`config.mk`:
```
export PLATFORM = sky130hd
export DESIGN_NAME = tcam_array
export DESIGN_NICKNAME = d
export VERILOG_FILES = /design/src/rtl/tcam_pkg.sv /design/src/rtl/tcam_entry.sv /design/src/rtl/tcam_array.sv
export SDC_FILE = /design/constraint.sdc
export NUM_CORES = 1
export LEC_CHECK = 0
export BUFFER_PORTS_ARGS = -buffer_cell sky130_fd_sc_hd__clkbuf_2
export CORE_MARGIN = 4
export CORE_UTILIZATION = 60
export CTS_CLUSTER_SIZE = 25
export DETAILED_ROUTE_END_ITERATION = 8
export PLACE_DENSITY = 0.78
export SLEW_MARGIN = 30
export SYNTH_ARGS = -nofsm -noshare
export SYNTH_HDL_FRONTEND = slang
export SYNTH_SLANG_ARGS = --single-unit
```
`constraint.sdc`:
```
create_clock -name clk -period 2.5 [get_ports clk]
set_input_delay 0.125 -clock clk [delete_from_list [all_inputs] [get_ports clk]]
set_output_delay 0.125 -clock clk [all_outputs]
set_load 0.01 [all_outputs]
```
`src/rtl/tcam_pkg.sv`:
```
// Shared definitions for the ternary CAM array: FSM encoding and the
// priority / multi-hit helpers used on the registered match vector.
package tcam_pkg;

  typedef enum logic {
    ST_IDLE  = 1'b0,
    ST_FLUSH = 1'b1
  } state_t;

  // Helpers take a fixed-width vector; callers zero-extend their match vector.
  // CAM_DEPTH must not exceed this value.
  localparam int MAX_DEPTH = 256;

  // Index of the lowest set bit, 0 when the vector is empty.
  function automatic int lowest_set(input logic [MAX_DEPTH-1:0] vec);
    int idx;
    idx = 0;
    for (int i = MAX_DEPTH - 1; i >= 0; i--) begin
      if (vec[i]) idx = i;
    end
    return idx;
  endfunction

  // True when clearing the lowest set bit still leaves something set.
  function automatic logic multi_hit(input logic [MAX_DEPTH-1:0] vec);
    return (vec & (vec - MAX_DEPTH'(1))) != '0;
  endfunction

endpackage

```
`src/rtl/tcam_entry.sv`:
```
// One CAM row: stored data, stored don't-care mask and valid bit, plus the
// combinational ternary compare against the current search key.
module tcam_entry
  import tcam_pkg::*;
#(
  parameter int CAM_WIDTH = 8
) (
  input  logic                 clk,
  input  logic                 rst,
  input  logic                 wr_en,
  input  logic [CAM_WIDTH-1:0] wr_data,
  input  logic [CAM_WIDTH-1:0] wr_mask,
  input  logic                 wr_valid,
  input  logic                 clear,
  input  logic [CAM_WIDTH-1:0] key,
  input  logic [CAM_WIDTH-1:0] search_mask,
  output logic                 match
);

  logic [CAM_WIDTH-1:0] data;
  logic [CAM_WIDTH-1:0] mask;
  logic                 valid;

  // Row storage; writes and flush clears never coincide because the top
  // blocks writes while a flush is running.
  always_ff @(posedge clk) begin
    if (!rst) begin
      data  <= '0;
      mask  <= '0;
      valid <= 1'b0;
    end else if (wr_en) begin
      data  <= wr_data;
      mask  <= wr_mask;
      valid <= wr_valid;
    end else if (clear) begin
      valid <= 1'b0;
    end
  end

  // A bit agrees if it is equal or ignored by either mask; invalid rows never hit.
  always_comb begin
    match = valid && (&(~(key ^ data) | mask | search_mask));
  end

endmodule

```
`src/rtl/tcam_array.sv`:
```
// Ternary CAM array with a 2-stage search pipeline, addressed writes and a
// sequential flush that clears one valid bit per cycle.
module tcam_array
  import tcam_pkg::*;
#(
  parameter int CAM_WIDTH  = 8,
  parameter int CAM_DEPTH  = 16,
  parameter int ADDR_WIDTH = $clog2(CAM_DEPTH)
) (
  input  logic                  clk,
  input  logic                  rst,
  input  logic                  wr_en,
  input  logic [ADDR_WIDTH-1:0] wr_addr,
  input  logic [CAM_WIDTH-1:0]  wr_data,
  input  logic [CAM_WIDTH-1:0]  wr_mask,
  input  logic                  wr_valid,
  output logic                  wr_ready,
  input  logic                  flush,
  input  logic                  search_req,
  input  logic [CAM_WIDTH-1:0]  search_key,
  input  logic [CAM_WIDTH-1:0]  search_mask,
  output logic                  search_ready,
  output logic                  result_valid,
  output logic                  result_hit,
  output logic [ADDR_WIDTH-1:0] result_addr,
  output logic                  result_multi,
  output logic [CAM_DEPTH-1:0]  match_vec
);

  state_t                state;
  state_t                next_state;
  logic [ADDR_WIDTH-1:0] flush_cnt;
  logic [ADDR_WIDTH-1:0] next_cnt;

  logic                  ready;
  logic                  wr_accept;
  logic                  search_accept;
  logic [CAM_DEPTH-1:0]  match_raw;

  logic                  s1_valid;
  logic [CAM_DEPTH-1:0]  s1_vec;

  assign ready         = (state == ST_IDLE);
  assign wr_ready      = ready;
  assign search_ready  = ready;
  assign wr_accept     = wr_en && ready;
  assign search_accept = search_req && ready;

  for (genvar i = 0; i < CAM_DEPTH; i++) begin : g_entry
    tcam_entry #(
      .CAM_WIDTH(CAM_WIDTH)
    ) u_entry (
      .clk        (clk),
      .rst        (rst),
      .wr_en      (wr_accept && (wr_addr == ADDR_WIDTH'(i))),
      .wr_data    (wr_data),
      .wr_mask    (wr_mask),
      .wr_valid   (wr_valid),
      .clear      ((state == ST_FLUSH) && (flush_cnt == ADDR_WIDTH'(i))),
      .key        (search_key),
      .search_mask(search_mask),
      .match      (match_raw[i])
    );
  end

  // Flush FSM state and sweep counter.
  always_ff @(posedge clk) begin
    if (!rst) begin
      state     <= ST_IDLE;
      flush_cnt <= '0;
    end else begin
      state     <= next_state;
      flush_cnt <= next_cnt;
    end
  end

  // Next-state logic: flush in IDLE starts a sweep, flush during a sweep is ignored.
  always_comb begin
    next_state = state;
    next_cnt   = flush_cnt;
    case (state)
      ST_IDLE: begin
        if (flush) begin
          next_state = ST_FLUSH;
          next_cnt   = '0;
        end
      end
      ST_FLUSH: begin
        if (flush_cnt == ADDR_WIDTH'(CAM_DEPTH - 1)) begin
          next_state = ST_IDLE;
          next_cnt   = '0;
        end else begin
          next_cnt = flush_cnt + ADDR_WIDTH'(1);
        end
      end
      default: begin
        next_state = ST_IDLE;
        next_cnt   = '0;
      end
    endcase
  end

  // Search pipeline: stage 1 captures the raw matches, stage 2 encodes them;
  // result fields hold their last value between pulses.
  always_ff @(posedge clk) begin
    if (!rst) begin
      s1_valid     <= 1'b0;
      s1_vec       <= '0;
      result_valid <= 1'b0;
      result_hit   <= 1'b0;
      result_addr  <= '0;
      result_multi <= 1'b0;
      match_vec    <= '0;
    end else begin
      s1_valid     <= search_accept;
      result_valid <= s1_valid;
      if (search_accept) begin
        s1_vec <= match_raw;
      end
      if (s1_valid) begin
        match_vec    <= s1_vec;
        result_hit   <= |s1_vec;
        result_addr  <= ADDR_WIDTH'(lowest_set(MAX_DEPTH'(s1_vec)));
        result_multi <= multi_hit(MAX_DEPTH'(s1_vec));
      end
    end
  end

endmodule

```
; After elaboration in Yosys (flattened, before gate mapping)
; Index checks and enable logic that the tools add are counted.
; W data, S select, Z words.
[totals]
out_inout_bits = 25
register_bits = 317
[op_classes]
bitwise = 66
eq_ne = 31
add_sub_neg = 2
muxes = 54
n_reduce_logical = 86
[ops]
columns = operator, count
row1 = $and A16 B256 Y256, 1
row2 = $or A8 B8 Y8, 32
row3 = $reduce_bool A256 Y1, 1
row4 = $not A8 Y8, 16
row5 = $reduce_and A8 Y1, 16
row6 = $xor A8 B8 Y8, 16
row7 = $mux W4, 18
row8 = $eq A4 B4 Y1 const B, 16
row9 = $logic_and A1 B1 Y1, 50
row10 = $mux W1, 34
row11 = $eq A4 B3 Y1 const B, 8
row12 = $reduce_bool A2 Y1, 16
row13 = $sub A16 B1 Y17 const B, 1
row14 = $eq A4 B2 Y1 const B, 4
row15 = $reduce_or A16 Y1, 1
row16 = $eq A4 B1 Y1 const B, 2
row17 = $logic_not A4 Y1, 2
row18 = $pmux W4 S2, 1
row19 = $add A4 B1 Y4 const B, 1
row20 = $ne A2 B2 Y1 const B, 1
row21 = $pmux W1 S2, 1
row22 = $not A1 Y1, 1

; Depth between registers and ports, before layout
[logic_depth]
depth_word = 16
depth_mapped = 9
ltp_nobuf = 6

; Hierarchy
; From an unflattened synthesis, not the netlist that was laid out.
[unflattened]
cells_unflattened = 1479
area_unflattened_um2 = 14722.9
[by_module_without_submodules]
columns = module, area_per_inst_um2, n_inst, cells_each
row1 = tcam_entry, 773.2, 16, 74
row2 = tcam_array, 2351.0, 1, 295

; Worst setup path after synthesis
; OpenSTA, ideal clock, no wires.
[synth_timing]
kind = reg2reg
start = register s1_vec[2]
end = register result_multi
setup_time_ps = 131
arrival_time_ps = 1609
path_stages_with_launch = 7
path_slack_ps = 760
cell_sequence = dfxtp_1 buf_6 or4_4 maj3_2 o31a_1 o32ai_1 a31oi_1
[synth_between]
elab_chain_len = 3
[synth_lines]
columns = item, line_no
row1 = start: declaration, tcam_array.sv:41  ; logic [CAM_DEPTH-1:0] s1_vec;
row2 = start signal: assignment, tcam_array.sv:118  ; s1_vec <= match_raw;
row3 = $sub A16 B1 Y17, tcam_pkg.sv:26  ; return (vec & (vec - MAX_DEPTH'(1))) != '0;
row4 = $and A16 B256 Y256 (*), tcam_pkg.sv:26
row5 = $reduce_bool A256 Y1 (*), tcam_pkg.sv:26
row6 = end signal: assignment, tcam_array.sv:124  ; result_multi <= multi_hit(MAX_DEPTH'(s1_vec));
row7 = end: declaration, tcam_array.sv:26  ; output logic result_multi,
; Mark *: on every way between the ends. The rest lies on a longest branch, timed or not.
; A chain may end at the register's enable or synchronous reset.

; Final worst setup path
[layout_timing]
start = register state
end = register g_entry[11].u_entry.mask[1]
[layout_between]
elab_chain_len = 3
[layout_lines]
columns = item, line_no
row1 = start: declaration, tcam_array.sv:30  ; state_t state;
row2 = start signal: assignment, tcam_array.sv:72  ; state <= next_state;
row3 = $not A1 Y1, tcam_array.sv:43  ; assign ready = (state == ST_IDLE);
row4 = $logic_and A1 B1 Y1, tcam_array.sv:46  ; assign wr_accept = wr_en && ready;
row5 = $logic_and A1 B1 Y1, tcam_array.sv:55  ; .wr_en (wr_accept && (wr_addr == ADDR_WIDTH'(i))),
row6 = end signal: assignment, tcam_entry.sv:33  ; mask <= wr_mask;
row7 = end: declaration, tcam_entry.sv:21  ; logic [CAM_WIDTH-1:0] mask;
; Every way passes these cells.

==> flow_summary.json <==
{
  "run_status": "complete, no violations",
  "grt_pass1_vias": 11310,
  "tns_ns": 0,
  "slew_headroom_pct": 43.45,
  "syn_to_final_growth_pct": 9.902,
  "worst_path_slowest_cell": "nor2_4",
  "die_w_microns": 160.2,
  "ys_seq_elements": 317,
  "grt_first_pass_wirelength_microns": 63380,
  "cell_breakdown_of_the_critical_path": "buf_4, nor3b_1, nand2_1, nor2_4, mux2i_1, nor2_1",
  "sequential_cell_area_fraction_in_the_yosys_report_pct": 45.66,
  "timing_worst_slew_pin_value_ns": 0.8465,
  "holdCritPathClass": "input port to register",
  "boundaryPins": 67,
  "timing.setup.critical_path_class": "register to register",
  "power.internal_mw": 7.871,
  "max_cap_viol_count": 0,
  "power.sequential.fraction_pct": 49.2,
  "power.ir.vdd_worst_mv": 0.4634,
  "placeableCoreArea_sq_um": 22710,
  "power_per_unit_of_standard_cell_area_nw_per_um2": 683.3,
  "final-seq-area_sq_um": 6346,
  "gr-usage-all-layers_pct": 30.87,
  "globalRouteOverflowTotal": 0,
  "post-cts-setup-buffer-count": 0,
  "cts_tree": "done",
  "yosys.cell_types.count": 52,
  "routed_wire_length_per_instance_microns": 21.23,
  "nFillCells": 1834,
  "synth_area_leader_cell": "dfxtp_1",
  "rsz0062_at_grt": "false",
  "final_layout_size_suffix_gt1_share_pct": 9.945,
  "detailedRoute.firstPassIterationCount": 5,
  "ys_dominant_reg_cell": "dfxtp_1",
  "crit_start": "state$_SDFF_PN0_",
  "sw_frac_of_total_pct": 24.60,
  "antenna_violations_before_repair": 0,
  "top_cells_by_area_synth": "dfxtp_1, mux2i_1, xnor2_1",
  "postSynthAreaPerCell_sq_um": 8.501,
  "multi_input_area_sq_um": 6942,
  "startpoint_type": "register",
  "power_switching_mw": 2.567,
  "combinationalPowerShare_pct": 8.2,
  "worstSkewPairLatency_ns": 0.57,
  "timing.critical_path.arrival_ns": 2.46,
  "placer_congestion_estimate": 0.9640,
  "place.port_buffers": 66,
  "p_clk_share_pct": 42.6,
  "synth_most_common_cell": "dfxtp_1",
  "vias": 12050,
  "fp.dieH_microns": 160.2,
  "hold_violations": 0,
  "remaining_number_of_nets_flagged_by_the_antenna_check_after_routing": 0,
  "synth_commonest_cells": "dfxtp_1, nand2_1, nor2_1, a21oi_1, mux2i_1",
  "critPathMaxFanout": 17,
  "initial_core_util_pct": 61.21,
  "clk_path_buf_depth": 3,
  "synth_area_sq_um": 13900,
  "number_of_nets_at_the_end_of_the_flow": 1675,
  "drt_iter0_markers": 1163,
  "critPathMaxStageDelay_ns": 0.56,
  "max_clock_freq_mhz": 491.1,
  "rows": 55,
  "post_drt_via_cell_ratio": 6.229,
  "worstSetupEndpointType": "register",
  "synth_enable_flop_cells": 0,
  "timing.reg2reg.setup_slack_ns": 0.46,
  "root_buffer_cell": "clkbuf_16",
  "final-max-slew-violation-count": 0,
  "critical_path.reg2reg.startpoint": "state$_SDFF_PN0_",
  "clock_pin_slew_of_the_registers_on_the_worst_case_setup_and_hold_paths_ns": 0.06,
  "finalCoreUtilization_pct": 67.27,
  "syn-num-nets": 1681,
  "die_area_sq_um": 25670,
  "leakagePower_nw": 5.694,
  "pin_count_of_the_biggest_net_entering_global_routing": 93,
  "clock_tree.htree_level_count": 1,
  "routed_wl_microns": 41050,
  "place_hpwl_microns": 25600,
  "syn_inst": 1635,
  "clock-sinks": 317,
  "cts_made_buffers": 31,
  "finalClockSkew_ns": 0.01741,
  "ys_async_sr_fraction_pct": 0,
  "setup-violations-final": 0,
  "cp_data_required_time_ns": 2.92,
  "finalCriticalPeriod_ns": 2.036,
  "antenna_cells": 0,
  "hp-start": "wr_valid",
  "post-route-period-util_pct": 81.45,
  "yosys_warnings": 0,
  "post_synth_top_area_share_pct": 45.66,
  "drc": 0
}
## worst max-delay path, delay by kind of cell, from the launching register on
kind,cells,cell delay [ns]
buffers and inverters,1,0.19
flip-flops,1,0.32
multiplexers,1,0.28
AND/OR/NAND/NOR,4,1.11
## flip-flops by register name, summed over array words and instances, names as in the netlist, 4 cells and up
register / count
flush_cnt: 4
g_entry.u_entry.data: 128
g_entry.u_entry.mask: 128
g_entry.u_entry.valid: 16
match_vec: 16
result_addr: 4
s1_vec: 16
## cell usage in the layout (no fill, tap or decap), types with 5 or more instances in the layout
cell and instances:
dfxtp_1 317, nand2_1 234, nor2_1 178, a21oi_1 156, mux2i_1 144, nor3_1 130
xnor2_1 128, clkbuf_2 66, nand3_1 59, buf_4 33, clkbuf_16 31, nor4_1 20
o311a_1 16, a32oi_1 16, o211ai_1 11, inv_1 7, o21ai_0 7, clkinv_2 7
clkbuf_1 7, nand2b_1 6, nand2_2 5, nor2b_1 5, clkbuf_8 5
## kinds of logic after synthesis
kind of cell / count (synthesis) / synth area share, %
AOI/OAI and AO/OA: 231 / 10.13
xor gates and xnor gates: 128 / 8.066
adders and majority gates: 5 / 0.4411
buffers and inverters: 151 / 4.591
DFF: 317 / 45.66
muxes: 144 / 10.37
and+or+nand+nor: 659 / 20.75
## cell type report
| type | instances | share of cell area [%] |
|---|---|---|
| Multi-Input combinational cell | 1167 | 45.44 |
| Sequential cell | 317 | 41.54 |
| Clock buffer | 43 | 5.701 |
| Timing Repair Buffer | 103 | 4.177 |
| Tap cell | 285 | 2.334 |
| Clock inverter | 10 | 0.5324 |
| Inverter | 9 | 0.2703 |
## metal layers
metal | vias up | share of wire (%) | GRT usage, %
li1 | 5572 | - | -
met1 | 5663 | 40 | 40.78
met2 | 642 | 45 | 48.23
met3 | 170 | 9.6 | 5.729
met4 | 0 | 6.1 | 16.39
met5 | - | 0 | 0
## power groups by stage
stage,logic [mW],clock network [mW],registers [mW]
after floorplan,0.532,0,5.24
after global placement,0.818,0,5.24
after detailed placement,0.829,0,5.24
after CTS,0.837,4.48,5.13
after global routing,0.900,4.69,5.14
final,0.858,4.45,5.13
## worst paths after layout
path / end / depth (start not counted)
worst min register to register: g_entry[14].u_entry.mask[7]$_SDFFE_PN0P_ / 2
worst max register to register: g_entry[11].u_entry.mask[1]$_SDFFE_PN0P_ / 6
worst max-delay path: g_entry[11].u_entry.mask[1]$_SDFFE_PN0P_ / 6
worst min-delay path: g_entry[13].u_entry.valid$_SDFFE_PN0P_ / 3
## what timing repair did
action | 4_1_cts | 5_1_grt
endpoints found under the hold margin | 8 | 0
resized for setup | 0 | 0
hold buffers | 2 | 0
## metrics by stage
step	hold slack, ns	area, sq um	worst slack, ns	total power [mW]	cells
2_1_floorplan	0.2508	13900	0.7598	5.767	1635
3_3_place_gp	0.4414	14300	0.6103	6.060	1879
3_5_place_dp	0.4470	14300	0.5313	6.074	1879
4_1_cts	0.05730	15280	0.4936	10.45	1934
5_1_grt	0.09098	15280	0.3319	10.73	1934
6_report	0.09011	15280	0.4639	10.44	1934
Power figures use the tool's default switching activity.
